## src/rtl/regfile_sb_pkg.sv

```systemverilog
// Shared definitions for the register file with busy scoreboard:
// default sizes, the hardwired-zero register index and an address-width helper.
package regfile_sb_pkg;

  localparam int XLEN_DEF = 32;
  localparam int NREG_DEF = 32;
  localparam int REG_ZERO = 0;

  function automatic int clog2(input int n);
    int r;
    r = 0;
    while ((1 << r) < n) r++;
    return r;
  endfunction

endpackage

```

## src/rtl/rf_busy_table.sv

```systemverilog
// Per-register busy scoreboard: issue sets, writeback clears, issue wins on a
// same-edge collision. Also keeps a registered running count of busy registers.
module rf_busy_table
  import regfile_sb_pkg::*;
#(
  parameter int NREG = NREG_DEF,
  parameter int NWR  = 2,
  localparam int AW  = clog2(NREG)
) (
  input  logic              clk,
  input  logic              reset,
  input  logic [NWR-1:0]    we,
  input  logic [NWR*AW-1:0] waddr,
  input  logic              iss_valid,
  input  logic [AW-1:0]     iss_rd,
  output logic [NREG-1:0]   busy,
  output logic [AW:0]       busy_cnt
);

  localparam logic [AW-1:0] ZERO_ADDR = AW'(REG_ZERO);

  logic [NREG-1:0] clr;
  logic [NREG-1:0] nxt;
  logic [AW:0]     ups;
  logic [AW:0]     downs;

  // NOTE: every variable gets a default at the top so no path leaves it unassigned (no latch).
  always_comb begin
    clr   = '0;
    ups   = '0;
    downs = '0;
    for (int w = 0; w < NWR; w++) begin
      if (we[w] && waddr[w*AW +: AW] != ZERO_ADDR) clr[waddr[w*AW +: AW]] = 1'b1;
    end
    nxt = busy & ~clr;
    // Set applied after clear: a new producer issued this cycle owns the register.
    if (iss_valid && iss_rd != ZERO_ADDR) nxt[iss_rd] = 1'b1;
    nxt[REG_ZERO] = 1'b0;
    for (int k = 0; k < NREG; k++) begin
      ups   = ups   + (AW+1)'(nxt[k] & ~busy[k]);
      downs = downs + (AW+1)'(busy[k] & ~nxt[k]);
    end
  end

  // NOTE: non-blocking so every flop samples the pre-edge values of the others.
  always_ff @(posedge clk) begin
    if (reset) begin
      busy     <= '0;
      busy_cnt <= '0;
    end else begin
      busy     <= nxt;
      busy_cnt <= busy_cnt + ups - downs;
    end
  end

endmodule

```

## src/rtl/regfile_sb.sv

```systemverilog
// Multi-port register file with R0 hardwired to zero, optional write-to-read
// bypass and a busy scoreboard flagging reads of registers still in flight.
module regfile_sb
  import regfile_sb_pkg::*;
#(
  parameter int XLEN   = XLEN_DEF,
  parameter int NREG   = NREG_DEF,
  parameter int NRD    = 2,
  parameter int NWR    = 2,
  parameter int BYPASS = 1,
  localparam int AW    = clog2(NREG)
) (
  input  logic                clk,
  input  logic                reset,
  input  logic [NRD*AW-1:0]   raddr,
  output logic [NRD*XLEN-1:0] rdata,
  output logic [NRD-1:0]      rbusy,
  input  logic [NWR-1:0]      we,
  input  logic [NWR*AW-1:0]   waddr,
  input  logic [NWR*XLEN-1:0] wdata,
  input  logic                iss_valid,
  input  logic [AW-1:0]       iss_rd,
  output logic [AW:0]         busy_cnt
);

  localparam logic [AW-1:0] ZERO_ADDR = AW'(REG_ZERO);

  logic [XLEN-1:0] regs [NREG];
  logic [NREG-1:0] busy;
  logic [NRD-1:0]  hit;
  logic [XLEN-1:0] fwd [NRD];

  // NOTE: the array is cleared by reset, so it must map to flops rather than a RAM macro.
  always_ff @(posedge clk) begin
    if (reset) begin
      for (int k = 0; k < NREG; k++) regs[k] <= '0;
    end else begin
      // Ascending port order: the highest-index writer to an address lands last.
      for (int w = 0; w < NWR; w++) begin
        if (we[w] && waddr[w*AW +: AW] != ZERO_ADDR)
          regs[waddr[w*AW +: AW]] <= wdata[w*XLEN +: XLEN];
      end
    end
  end

  // Same-cycle write match per read port, resolved with the same priority as storage.
  always_comb begin
    hit = '0;
    for (int p = 0; p < NRD; p++) begin
      fwd[p] = '0;
      for (int w = 0; w < NWR; w++) begin
        if (we[w] && raddr[p*AW +: AW] != ZERO_ADDR && waddr[w*AW +: AW] == raddr[p*AW +: AW]) begin
          hit[p] = 1'b1;
          fwd[p] = wdata[w*XLEN +: XLEN];
        end
      end
    end
  end

  for (genvar p = 0; p < NRD; p++) begin : g_rd
    logic [AW-1:0] ra;
    logic          bypass_hit;
    assign ra         = raddr[p*AW +: AW];
    assign bypass_hit = (BYPASS != 0) && hit[p];
    assign rdata[p*XLEN +: XLEN] = (ra == ZERO_ADDR) ? '0 : bypass_hit ? fwd[p] : regs[ra];
    assign rbusy[p]   = (ra != ZERO_ADDR) && busy[ra] && !bypass_hit;
  end

  rf_busy_table #(
    .NREG (NREG),
    .NWR  (NWR)
  ) u_busy (
    .clk       (clk),
    .reset     (reset),
    .we        (we),
    .waddr     (waddr),
    .iss_valid (iss_valid),
    .iss_rd    (iss_rd),
    .busy      (busy),
    .busy_cnt  (busy_cnt)
  );

endmodule

```

## config.mk

```make
export PLATFORM = sky130hd
export DESIGN_NAME = regfile_sb
export DESIGN_NICKNAME = d
export VERILOG_FILES = /design/src/rtl/regfile_sb_pkg.sv /design/src/rtl/rf_busy_table.sv /design/src/rtl/regfile_sb.sv
export SDC_FILE = /design/constraint.sdc
export NUM_CORES = 2
export LEC_CHECK = 0
export CORE_UTILIZATION = 52
export CTS_CLUSTER_SIZE = 40
export DETAILED_ROUTE_END_ITERATION = 10
export GPL_TIMING_DRIVEN = 1
export PLACE_DENSITY = 0.72
export SYNTH_ARGS = -nofsm -noshare
export SYNTH_HDL_FRONTEND = slang
export SYNTH_SLANG_ARGS = --single-unit
```

## constraint.sdc

```tcl
create_clock -name clk -period 12.4 [get_ports clk]
set_input_delay 2.48 -clock clk [delete_from_list [all_inputs] [get_ports clk]]
set_output_delay 2.48 -clock clk [all_outputs]
set_load 0.005 [all_outputs]
```

==> impl_results.md <==
* Initial antenna violation count at 9
* Static Leak at 24.3 nW
* ANT nets after route at 0
* Cells on worst reg2reg path at 23
* Post-synth top area share at 48.1%
* Vias in the first global route at 49400
* Remaining DRCs at 0
* Post-Synthesis Cells at 4637
* Worst-path maximum fanout at 33
* CP Capture Type: primary output
* Critical path's slowest cell: nand3_2
* Layout Area Growth over Synthesis at 10.5%
* Fraction of layout cells with a size suffix above 1 at 21.2%
* Ports at 166
* Synth unique cells at 60
* WP data required at 9.92 ns
* Endpoints failing setup at 0
* Fin crit share at 78.1%
* Root Buffer Master: clkbuf_16
* Most numerous cell in the Yosys netlist: edfxtp_1
* Hold crit path type: reg -> reg
* Top Family by Delay on Critical Path: simple AND/OR/NAND/NOR gates
* Fin nets at 4636
* RSZ-0062 raised after global routing: no
* Maximum vdd drop at 0.000304 V
* CTS H-tree lvls at 3
* Sequential element share of the synthesized area at 49.3%
* Hold EP: u_busy.busy[15]$_SDFF_PP0_
* Power per cell area at 136 nW/um^2
* Via count at 50100
* WL final at 258 mm
* Crit path DAT at 7.20 ns
* Global-route wire length before repair at 360 mm
* Crit Path Class: in -> out
* Setup TNS at 0 ns
* Port-buffer cells at 165
* CTS hold repair buffers at 0
* Synth top area cells: edfxtp_1, mux4_2, a22o_1, mux2i_1, clkbuf_1
* Clk buf depth at 3
* FF-to-FF End: u_busy.busy_cnt[5]$_SDFF_PP0_
* Final Hold Fails at 0
* Die Span X at 352 um
* Syn_area_per_cell at 13.8 sq um
* Worst reg2reg startpoint: u_busy.busy[8]$_SDFF_PP0_
* DR WL/cell at 41.7 um
* Synth top cells by count: edfxtp_1, a22o_1, mux4_2
* Hold Path Stages at 2
* Pre-CTS setup slack at 2.11 ns
* R2R setup slack at 6.01 ns
* Max_slew headroom at 2.69%
* Worst setup SP type: input port
* Worst-Margin Slew at 1.46 ns
* Initial Util at 52.4%
* Later-pin clock latency in the skew report at 0.77 ns
* TritonRoute pass-1 iters at 9
* Post-CTS setup buffer count at 0
* CP max stage delay at 1.11 ns
* DRT iter0 DRCs at 9576
* Mapped cell area at 63900 sq um
* GPL Wtd Cong at 0.947
* Async S/R FF share, synth at 0%
* Die height at 352 um
* Tot GR Track Use at 40.9%
* Total gr overflow at 0
* Clock-pin slew on the worst setup and hold paths at 0.05 ns
* Die area at 124000 sq um
* Max-Cap Viols at 0
* DP HPWL at 142 mm
* EDFF count, synth at 1024
* Max-slew violations at 0
* Overall power at 9.60 mW
* Critical path, cell by cell: clkdlybuf4s50_1 -> xor2_1 -> nor4_1 -> nand3_4 -> nand3_2 -> o221ai_1 -> a21oi_1 -> clkdlybuf4s50_1
* Hold Slack at 0.633 ns
* Area leader, netlist: edfxtp_1
* Post-cts resize count at 0
* Number of buffers and inverters on the critical path at 2
* Setup ws final at 2.72 ns
* Row count at 128
* YS warnings at 0
* Vias per cell at 8.08
* Most used flip-flop cell after synthesis: edfxtp_1
* Total clock sinks at 1061
* Largest net degree at the start of global routing at 102
* Worst Min Path Start: u_busy.busy[15]$_SDFF_PP0_
* Core area at 122000 sq um
* CTS tree: done
* Setup Skew at 0.0242 ns
* Yosys reg bits at 1061
* Fmax achieved at 103 MHz
* Fin crit period at 9.68 ns
* Status: complete, no violations
* Num CTS Buffers at 112
* Crit-path most repeated cell: clkdlybuf4s50_1
-- area by class of cell --
class                   instances  area [sq um]
flip-flops and latches       1061         31500
fillers                      9319         51300
clock buffers                 144          2970
multi-input cells            2834         29700
inverters                      73           279
well taps                    1625          2030
clock inverters                61           668
repair buffers                388          3370
diodes                          6          15.0
-- where the power goes --
| group | leakage (nW) | internal, mW | switching [mW] | total (mW) |
|---|---|---|---|---|
| registers | 10.1 | 4.17 | 0.117 | 4.28 |
| clock network | 1.76 | 1.95 | 1.50 | 3.45 |
| logic | 12.4 | 0.785 | 1.08 | 1.86 |
| total | 24.3 | 6.90 | 2.70 | 9.60 |
-- cells by family after synthesis --
kind of cell	count (synthesis)	synth area share, %
buf+inv	773	5.12
flops	1061	49.3
fa+ha+maj	72	2.08
simple gates	480	3.93
compound gates	1500	18.9
xor+xnor	26	0.357
mux	724	20.3
other cells	1	0.00587
-- stage by stage --
| stage | cell area [sq um] | utilization [%] | std cells |
|---|---|---|---|
| after detailed placement | 66900 | 54.9 | 5980 |
| after CTS | 70500 | 57.9 | 6185 |
| after floorplan | 64000 | - | 4668 |
| after global routing | 70500 | 57.9 | 6189 |
| after global placement | 66900 | 54.9 | 5980 |
| final | 70500 | 57.9 | 6192 |
-- sequential cells by signal (all words and copies together), names as in the netlist --
register         count
regs              1024
u_busy.busy_cnt      6
u_busy.busy         31
-- placed cells by master, fill, tap and decap left out, types with 42 or more instances in the layout --
master,synthesis,layout
buf_4,28,221
o21ai_0,70,70
edfxtp_1,1024,1024
inv_1,71,70
nor2_1,126,122
o221ai_1,53,53
mux4_2,456,456
a21oi_1,118,118
a221oi_1,53,53
nor3_2,12,42
nand2_1,94,92
clkbuf_16,0,114
mux2i_1,266,266
clkdlybuf4s50_1,0,157
a22oi_1,111,111
o22ai_1,69,69
a22o_1,992,992
fa_1,57,57
-- how the worst max path moves through the flow --
stage	from	endpoint	slack (ns)	depth (start not counted)
final	raddr[9]	rdata[37]	2.72	8
after global routing	waddr[9]	u_busy.busy_cnt[5]$_SDFF_PP0_	2.46	27
after detailed placement	waddr[3]	u_busy.busy_cnt[5]$_SDFF_PP0_	2.11	27
after floorplan	waddr[4]	u_busy.busy_cnt[5]$_SDFF_PP0_	3.47	27
after CTS	waddr[9]	u_busy.busy_cnt[5]$_SDFF_PP0_	2.81	27
after global placement	waddr[9]	u_busy.busy_cnt[5]$_SDFF_PP0_	2.16	27
-- worst min-delay path, stage by stage, from the launching register on --
cell	delay, ns
dfxtp_1	0.38
a22oi_1	0.12
nor2_1	0.09
-- metal layers --
metal	wire [um]	vias to the layer above	track usage, %
met5	97	-	1.31
met4	22900	10	30.7
met3	43600	1359	16.3
met2	110000	5350	58.8
met1	81600	24600	49.5
li1	-	18800	-
No activity file was read; power rests on OpenSTA's default activity.
